**config.mk**
```make
export PLATFORM = sky130hd
export DESIGN_NAME = decoder
export DESIGN_NICKNAME = d
export VERILOG_FILES = /design/src/rtl/decoder.sv
export SDC_FILE = /design/constraint.sdc
export NUM_CORES = 1
export LEC_CHECK = 0
export BUFFER_PORTS_ARGS = -buffer_cell sky130_fd_sc_hd__buf_4
export CORE_MARGIN = 3
export CORE_UTILIZATION = 35
export CTS_CLUSTER_SIZE = 28
export DETAILED_ROUTE_END_ITERATION = 7
export SLEW_MARGIN = 25
export SYNTH_ARGS = -nofsm -noshare
export SYNTH_HDL_FRONTEND = slang
export SYNTH_SLANG_ARGS = --single-unit
```
**constraint.sdc**
```tcl
create_clock -name clk -period 1.6 [get_ports clk]
set_clock_uncertainty 0.05 [all_clocks]
set_input_delay 0 -clock clk [delete_from_list [all_inputs] [get_ports clk]]
set_output_delay 0 -clock clk [all_outputs]
set_load 0.02 [all_outputs]
```
**src/rtl/decoder.sv**
```systemverilog
// ---------------------------------------------------------------------------
// decoder
//   1-to-2 data demultiplexer. A WIDTH-bit word on `in` is routed to out0
//   (control=0) or out1 (control=1); the unselected channel is driven to zero.
//
//   Default build: outputs are registered on the rising edge of clk, with a
//   synchronous active-high rst that clears both channels and takes priority
//   over in/control.
//
//   Optional macro DECODER_COMB_OUT_EN: output registers are removed and
//   out0/out1 become pure combinational functions of in and control. clk and
//   rst stay on the port list but have no effect in this build.
//
// Ports
//   clk      in   1      clock, rising-edge active
//   rst      in   1      synchronous reset, active-high
//   in       in   WIDTH  data word to route
//   control  in   1      channel select: 0 -> out0, 1 -> out1
//   out0     out  WIDTH  channel 0 data, zero when not selected
//   out1     out  WIDTH  channel 1 data, zero when not selected
// ---------------------------------------------------------------------------
module decoder #(
  parameter int WIDTH = 32
) (
  input  logic             clk,
  input  logic             rst,
  input  logic [WIDTH-1:0] in,
  input  logic             control,
  output logic [WIDTH-1:0] out0,
  output logic [WIDTH-1:0] out1
);

  // Routing shared by both builds; only one channel ever carries the word,
  // so at least one output is all zeros at any time.
  logic [WIDTH-1:0] route0;
  logic [WIDTH-1:0] route1;

  always_comb begin
    route0 = '0;
    route1 = '0;
    if (control) route1 = in;
    else         route0 = in;
  end

`ifdef DECODER_COMB_OUT_EN

  // clk/rst are kept for a stable port list; fold them into a sink so the
  // unused inputs are explicit.
  logic unused_clk_rst;
  assign unused_clk_rst = clk ^ rst;

  assign out0 = route0;
  assign out1 = route1;

`else

  always_ff @(posedge clk) begin
    if (rst) begin
      out0 <= '0;
      out1 <= '0;
    end else begin
      out0 <= route0;
      out1 <= route1;
    end
  end

`endif

endmodule

```
# Yosys cells after proc, flatten, opt, wreduce, memory -nomap -nowiden

Index checks and enable logic that the tools add are counted.
W data, S select, Z words.

Register bits after elaboration: 64
Output and inout port bits: 64

Bitwise logic cells: 1
Reduce and logical (&&, ||, !) cells: 2

Operator list:

| cell             | number |
|---|---|
| $reduce_or A2 Y1 | 2 |
| $not A1 Y1       | 1 |

# Logic depth before layout (Yosys ltp)

Depth after elaboration: 2
Gate-level depth with buffers: 3

# Worst setup path after synthesis

OpenSTA, ideal clock, no wires.

Kind: input-to-reg
From: in control
To: reg out1[10]
Arrival time: 0.419 ns
Required time: 1.434 ns
Path slack: 1.015 ns
Cell stages on the path: 3
Buffers on the path: 2
Cells stage by stage: buf_6 -> buf_4 -> and3b_1

Word-level cells in the longest chain between the ends: 2

RTL lines:

| item                              | RTL line | source |
|---|---|---|
| from (decl)                       | 28       | `input logic control,` |
| $not A1 Y1 (no source line)       | n/a      |  |
| $reduce_or A2 Y1 (no source line) | n/a      |  |
| to (signal assigned)              | 63       | `out1 <= route1;` |
| to (decl)                         | 30       | `output logic [WIDTH-1:0] out1` |

No other way between the ends.
A chain may end at the register's enable or synchronous reset.

# Worst setup path in the final report

From: in rst
To: reg out1[20]

Word-level cells in the longest chain between the ends: 1

RTL lines:

| item                              | RTL line | source |
|---|---|---|
| from (decl)                       | 26       | `input logic rst,` |
| $reduce_or A2 Y1 (no source line) | n/a      |  |

No other way between the ends.

==> impl_metrics.ini <==
[grt]
grt_pass1_wl_um = 7310
grt_max_degree = 37
track_usage_pct = 13.4
grt_pass1_vias = 1483
overflow = 0
antenna_found_initial = 0

[sta]
finalSetupTns_ns = 0
hold_ws_ns = 0.0658
tightest_slew_ns = 0.339
period_needed_ns = 1.03
max_freq_mhz = 970
setup_viol = 0
fin_crit_sh_pct = 64.4
slew_headroom_pct = 77.4
finalHoldViolCount = 0
fin_ws_ns = 0.569
rsz0062_at_grt = false
finalMaxSlewViolations = 0

[drt]
drc = 0
drtAntennaViolNets = 0
vias = 1482
drtIter0Drc = 18
via_per_inst = 4.23
wl_um = 4600
dr.pass1.iters = 4
wl_per_cell_um = 13.1

[finish]
drive_gt1_share_pct = 52.9
register_area_um2 = 1280
finalNonFillerCells = 350
nets = 308
fill_cells = 484
multi_input_area_um2 = 681
final_area_um2 = 3360
area.growth.synth_to_final_pct = 59.3
final_core_util_pct = 59.3
antennaDiodeCount = 0

[setup_path]
crit_chain = dlygate4sd3_1 -> buf_4 -> buf_4 -> and3b_1
slowest_stage = dlygate4sd3_1
slowest_delay_ns = 0.52
cp-end-kind = register
start_kind = input port
critPathMaxFanout = 19
worst_path_most_repeated_cell = buf_4
required_ns = 1.76
path_class = input port to register
worstPathArrival_ns = 1.19

[synthesis]
synth_edf_count = 0
netlist_area_um2 = 2110
ys.flop_type = dfxtp_1
synth.most_common_cell = dfxtp_1
yosys_register_bits = 64
netlist-cell-type-count = 5
syn_nets = 177
yosysTopAreaCell = dfxtp_1
synthArstFlopShare_pct = 0
ys_top_cells_by_count = dfxtp_1 (64), and3b_1 (32), nor3b_2 (32)
synthCells = 142
synth.top_cells.by_area = dfxtp_1 (61%), nor3b_2 (19%), and3b_1 (13%)
ys.warnings.count = 0
avgSynthCellArea_um2 = 14.9
yosysSeqAreaShare_pct = 60.7
synth_top_area_share_pct = 60.7

[pwr]
vdd_drop_max_uv = 612
power_mw = 3.48
p_leak_nw = 1.62
power_density_nw_per_um2 = 1030

[clocking]
clock_sink_count = 64
cts_setup_buffers = 0
clock_path_buffers = 2
cts-root-buf = clkbuf_8
clkSlewWorstSetupHoldPaths_ns = 0.06
cts_buffers = 9
cts-htree-levels = 3
cts_tree = done

[job]
max_cap_violations = 0

[floorplanning]
num_rows = 27
io_pins = 99
chipHeight_um = 83.7
dieArea_um2 = 7000
coreArea_um2 = 5680
die_x_um = 83.7
start_util_pct = 37.2

[place]
dp_cells = 301
placed_area_um2 = 2840
place_ws_ns = 0.715
port_buffers = 98
place_congestion = 0.663
dp_hpwl_um = 2970

[status]
status = finished, final reports clean

[hold_path]
hold_path.class = input port to register
## cell usage in the layout (no fill, tap or decap)
cell type,instances
clkinv_2,2
buf_4,99
clkbuf_8,11
nor3b_2,32
and3b_1,32
buf_12,2
dlygate4sd3_1,33
clkbuf_1,2
bufinv_16,1
dfxtp_1,64
## critical path, delay by kind of cell
family	cells	cell delay [ns]
AND/OR/NAND/NOR	1	0.20
buffers and inverters	3	0.98
## path summary, 6_finish.rpt
kind / startpoint / endpoint / slack (ns) / depth (start not counted)
worst min-delay path: control / out0[13]$_SDFF_PP0_ / 0.07 / 2
worst max-delay path: rst / out1[20]$_SDFF_PP0_ / 0.57 / 4
## area by class of cell
type	instances	area share, %
clock buffers	13	4.72
clock inverters	3	1.19
multi-input cells	64	20.2
flip-flops and latches	64	38.1
well taps	72	2.68
repair buffers	134	33.1
## metal layers
metal | vias to the layer above | wire [um] | track usage (%)
met5 | - | 0 | 0
met4 | 0 | 70 | 8.33
met3 | 6 | 295 | 3.95
met2 | 56 | 2330 | 22.4
met1 | 677 | 1910 | 14.9
li1 | 743 | - | -
## flip-flops by register name, indices dropped and copies added (netlist names)
signal and count:
out1 32, out0 32
## power by group
part / switching, mW / internal, mW / leakage (nW)
combinational: 0.205 / 0.249 / 0.989
clock: 0.550 / 0.801 / 0.103
sequential: 0.0186 / 1.66 / 0.526
## cell families after synthesis
logic type	after synthesis	share of synthesized area (%)
flops	64	60.7
simple gates	64	32.2
buf+inv	14	7.11
## what timing repair did
action                                 4_1_cts  5_1_grt
hold buffers                                33        0
endpoints found under the hold margin       64        0
gates resized for setup                      0        0
setup endpoints to repair                    0        0
(Power assumes the default switching activity.)
